===== config.mk =====
export PLATFORM = sky130hd
export DESIGN_NAME = regfile_sb
export DESIGN_NICKNAME = d
export VERILOG_FILES = /design/src/rtl/regfile_pkg.sv /design/src/rtl/regfile_rdport.sv /design/src/rtl/regfile_sb.sv
export SDC_FILE = /design/constraint.sdc
export NUM_CORES = 2
export LEC_CHECK = 0
export BUFFER_PORTS_ARGS = -buffer_cell sky130_fd_sc_hd__buf_2
export CORE_MARGIN = 2
export CORE_UTILIZATION = 40
export DETAILED_ROUTE_END_ITERATION = 10
export PLACE_DENSITY = 0.68
export SLEW_MARGIN = 20
export SYNTH_ARGS = -nofsm -noshare
export SYNTH_HDL_FRONTEND = slang
export SYNTH_SLANG_ARGS = --single-unit

===== constraint.sdc =====
create_clock -name clk -period 4.6 [get_ports clk]
set_input_delay 1.38 -clock clk [delete_from_list [all_inputs] [get_ports clk]]
set_output_delay 1.38 -clock clk [all_outputs]
set_load 0.005 [all_outputs]

===== src/rtl/regfile_pkg.sv =====
// regfile_pkg: shared defaults and types for the integer register file with scoreboard.
package regfile_pkg;
  localparam int XLEN_DEF  = 32;
  localparam int NREGS_DEF = 32;
  typedef logic [4:0]  reg_addr_t;
  typedef logic [31:0] xdata_t;
endpackage


===== src/rtl/regfile_rdport.sv =====
// regfile_rdport: one combinational read port with same-cycle write bypass and busy lookup.
module regfile_rdport import regfile_pkg::*; #(
  parameter int XLEN     = XLEN_DEF,
  parameter int NREGS    = NREGS_DEF,
  parameter int BYPASS   = 1,
  parameter int ZERO_REG = 1,
  localparam int AW      = $clog2(NREGS)
) (
  input  logic [AW-1:0]               addr_i,
  input  logic [NREGS-1:0][XLEN-1:0]  mem_i,
  input  logic [NREGS-1:0]            pend_i,
  input  logic                        wr_en_i,
  input  logic [AW-1:0]               wr_addr_i,
  input  logic [XLEN-1:0]             wr_data_i,
  input  logic                        sb_set_en_i,
  input  logic [AW-1:0]               sb_set_addr_i,
  output logic [XLEN-1:0]             data_o,
  output logic                        busy_o
);
  logic zero_hit, byp_hit, set_hit, unused_taps;
  assign zero_hit    = (ZERO_REG != 0) && (addr_i == '0);
  assign byp_hit     = (BYPASS != 0) && wr_en_i && (wr_addr_i == addr_i);
  assign set_hit     = sb_set_en_i && (sb_set_addr_i == addr_i);
  // write-port taps are dead when bypass is compiled out
  assign unused_taps = ^{wr_data_i, set_hit};
  always_comb begin
    data_o = zero_hit ? '0 : byp_hit ? wr_data_i : mem_i[addr_i];
    busy_o = zero_hit ? 1'b0 : byp_hit ? set_hit : pend_i[addr_i];
  end
endmodule


===== src/rtl/regfile_sb.sv =====
// regfile_sb: multi-read-port register file with per-register pending-write scoreboard.
module regfile_sb import regfile_pkg::*; #(
  parameter int XLEN     = XLEN_DEF,
  parameter int NREGS    = NREGS_DEF,
  parameter int NREAD    = 2,
  parameter int BYPASS   = 1,
  parameter int ZERO_REG = 1,
  localparam int AW      = $clog2(NREGS)
) (
  input  logic                   clk,
  input  logic                   reset_n,
  input  logic [NREAD*AW-1:0]    rd_addr,
  output logic [NREAD*XLEN-1:0]  rd_data,
  output logic [NREAD-1:0]       rd_busy,
  input  logic                   wr_en,
  input  logic [AW-1:0]          wr_addr,
  input  logic [XLEN-1:0]        wr_data,
  input  logic                   sb_set_en,
  input  logic [AW-1:0]          sb_set_addr,
  input  logic [AW-1:0]          dbg_addr,
  output logic [XLEN-1:0]        dbg_data,
  output logic [NREGS-1:0]       pending
);
  logic [NREGS-1:0][XLEN-1:0] mem_q, mem_d;
  logic [NREGS-1:0]           pend_q, pend_d;
  logic                       wr_ok, set_ok;
  assign wr_ok  = wr_en && !((ZERO_REG != 0) && (wr_addr == '0));
  assign set_ok = sb_set_en && !((ZERO_REG != 0) && (sb_set_addr == '0));
  // set is applied after the write so a colliding new producer keeps the bit
  always_comb begin
    mem_d  = mem_q;
    pend_d = pend_q;
    if (wr_ok) begin
      mem_d[wr_addr]  = wr_data;
      pend_d[wr_addr] = 1'b0;
    end
    if (set_ok) pend_d[sb_set_addr] = 1'b1;
  end
  always_ff @(posedge clk or negedge reset_n) begin
    if (!reset_n) begin
      mem_q  <= '0;
      pend_q <= '0;
    end else begin
      mem_q  <= mem_d;
      pend_q <= pend_d;
    end
  end
  assign dbg_data = ((ZERO_REG != 0) && (dbg_addr == '0)) ? '0 : mem_q[dbg_addr];
  assign pending  = pend_q;
  for (genvar k = 0; k < NREAD; k++) begin : g_rd
    regfile_rdport #(
      .XLEN(XLEN), .NREGS(NREGS), .BYPASS(BYPASS), .ZERO_REG(ZERO_REG)
    ) u_port (
      .addr_i        (rd_addr[k*AW +: AW]),
      .mem_i         (mem_q),
      .pend_i        (pend_q),
      .wr_en_i       (wr_en),
      .wr_addr_i     (wr_addr),
      .wr_data_i     (wr_data),
      .sb_set_en_i   (sb_set_en),
      .sb_set_addr_i (sb_set_addr),
      .data_o        (rd_data[k*XLEN +: XLEN]),
      .busy_o        (rd_busy[k])
    );
  end
endmodule


==> impl_metrics.ini <==
[hold_path]
hold_depth = 0
hp-class = register to register

[synth]
synth_area_um2 = 65200
synthFlopType = dfrtp_1
synth_area_per_cell_um2 = 15.2
synth_compound_gate_area_share_pct = 3.93
synthArstFlopShare_pct = 100
ys_warn_count = 0
synthCells = 4278
synth_top_family_by_area = multiplexers
synth_xor_area_share_pct = 0.269
synth_edf_count = 0
synth.distinct_cells = 61
syn_nets = 4339
synth_fa_ha_area_share_pct = 0
synth_seq_cells = 1056
synth_seq_area_share_pct = 40.5
synthMuxAreaShare_pct = 49.5
synth-simple-area-share_pct = 1.93

[cts]
worst_setup_hold_path_clk_slew_ps = 60
cts_made_buffers = 111
clk_path_buf_depth = 3
cts_max_level = 3
cts_tree = done
clock_sinks = 1056
cts-root-buf = clkbuf_16
insertion_delay_ps = 740
ctsHoldBuffers = 0

[final_layout]
area_growth_pct = 23.8
mostFrequentLayoutCell = dfrtp_1
fillers = 13300
multi_input_area_um2 = 37500
ff_latch_area_um2 = 26400
drive_above_1_share_pct = 65.0
fin_nets = 4824
final_cell_mix = dfrtp_1 (1056), mux2_2 (1049), mux4_2 (827)

[critical_path]
path_cells = buf_16 > buf_16 > buf_12 > buf_6 > mux4_2 > mux2_2 > a221o_1 > a32o_2 > buf_2
critPathMaxStageDelay_ps = 490
crit_cells = 9
cp_max_fo = 7
critPathBufInv = 5
critPathSlowestCell = mux4_2
endpoint_kind = output pin
ff2ff_path_depth = 1
cpMostUsedCell = buf_16
critPathKind = input port to output pin
start_kind = input port
crit_arrival_ps = 3560
required_ps = 3220
critical_path.top_delay_family = multiplexers

[placement]
gp_routability_congestion = 0.904
dp_hpwl_um = 151000
io_buffers = 190
dp_slack_ps = -723

[sta]
worstMarginPinSlew_ps = 870
whs_ps = 420
setup_tns_ps = -14160
finalCriticalPeriod_ps = 4940
fin_ws_ps = -339
fin_crit_sh_pct = 107
rsz0062_at_grt = true
max_freq_mhz = 202
drv_slew = 0
finalClockSkew_ps = 0
setup-violations-final = 88
hold_viol = 0
relSlewSlack_pct = 42.0

[floorplanning]
dieArea_um2 = 166000
io_pins = 191
start_util_pct = 40.2
fp.dieW_um = 408
rows = 148
dieHeight_um = 408
coreArea_um2 = 162000

[global_route]
antenna_found_initial = 11
grt_pass1_vias = 48100
grt_first_pass_wirelength_um = 351000
gr-total-overflow = 0
grt_max_degree = 107
track_usage_pct = 28.9

[power_and_ir_drop]
p_sw_share_pct = 29.6
vdd_drop_max_mv = 0.319
power_mw = 31.1
seqPwrFrac_pct = 41.3
pwr-share-comb_pct = 27.8
power_frac_clock_pct = 30.8
p_switching_mw = 9.20
p_leak_nw = 34.4
p_int_mw = 21.9
power.density_nw_per_um2 = 385

[drt]
routedWlPerCell_um = 34.8
ant_nets = 0
drt-initial-drc-count = 5822
wirelength_um = 245000
drc = 0
drtPass1Iterations = 5
vias = 47700
vias_per_cell = 6.78

[flow_run]
cap_violations = 0

[status]
status = complete, but fails checks
violations = setup timing
[area by class of cell]
type / instances / area share [%]
clock buffers: 151 / 3.84
repair buffers: 896 / 12.6
multi-input cells: 2681 / 46.5
clock inverters: 53 / 0.866
well taps: 2175 / 3.37
diodes: 2 / 0.00620
flip-flops and latches: 1056 / 32.7
inverters: 17 / 0.0930
[cell families after synthesis]
kind of cell | Yosys count
AO/OA/AOI/OAI | 339
XOR/XNOR | 20
buffers and inverters | 541
flip-flops | 1056
multiplexers | 2062
AND/OR/NAND/NOR | 260
[flip-flops by register name (all words and copies together), names as in the netlist]
signal / flops
mem_q: 1024
pending: 32
[layer usage]
metal	share of wire (%)	GRT usage, %	wire length (um)	vias to the layer above
li1	-	-	-	18200
met1	37	38.5	90800	25300
met2	44	42.4	107000	3380
met3	12	8.39	30500	859
met4	6.6	16.0	16100	14
met5	0.039	0	95	-
[what timing repair did]
action	CTS	global route
endpoints found under the setup margin	98	98
buffers inserted	109	56
cloned	41	10
pin swaps	68	63
resized for setup	346	150
[synthesized netlist by cell type (all sizes together) (10+ instances only)]
library cell  instances  area share, %
a211oi               31           0.36
a21oi                56           0.43
a221o                43           0.66
a221oi               17           0.25
a22o                 20           0.27
a32o                 22           0.34
and3                 18           0.17
buf                 237            2.1
clkbuf              287            1.7
dfrtp              1056             41
inv                  16          0.092
mux2               1057             18
mux2i               178            2.7
mux4                827             29
nand2                78           0.45
nand2b               13           0.12
nand3                13           0.10
nor2                 72           0.41
nor2b                19           0.18
nor3                 17           0.15
o21ai                45           0.35
o21bai               12           0.14
o221ai               29           0.39
o22ai                22           0.21
o31ai                10           0.12
xor2                 12           0.16
[power by group through the flow]
stage	clock [mW]	combinational (mW)	sequential, mW
finish	9.59	8.66	12.9
global route	10.1	9.08	13.1
CTS	9.64	8.44	12.8
global placement	0	7.74	12.8
floorplan	0	5.69	12.3
detailed placement	0	7.89	12.9
[final timing paths]
kind                            slack, ps              startpoint                endpoint
max in group asynchronous            2770                 reset_n   mem_q[15]$_DFFE_PN0P_
worst max register to register       3770  mem_q[582]$_DFFE_PN0P_  mem_q[582]$_DFFE_PN0P_
worst max-delay path                 -340              rd_addr[5]             rd_data[58]
worst min register to register        420   mem_q[27]$_DFFE_PN0P_   mem_q[27]$_DFFE_PN0P_
min in group asynchronous             630                 reset_n  mem_q[298]$_DFFE_PN0P_
worst min-delay path                  420   mem_q[27]$_DFFE_PN0P_   mem_q[27]$_DFFE_PN0P_
[metrics by stage]
stage | std cells | area (um2) | utilization, %
floorplan | 4278 | 65300 | -
global placement | 6644 | 72600 | 44.7
detailed placement | 6644 | 72600 | 44.7
CTS | 6992 | 79900 | 49.2
global route | 7030 | 80800 | 49.7
finish | 7031 | 80800 | 49.7
Power figures use the tool's default switching activity.
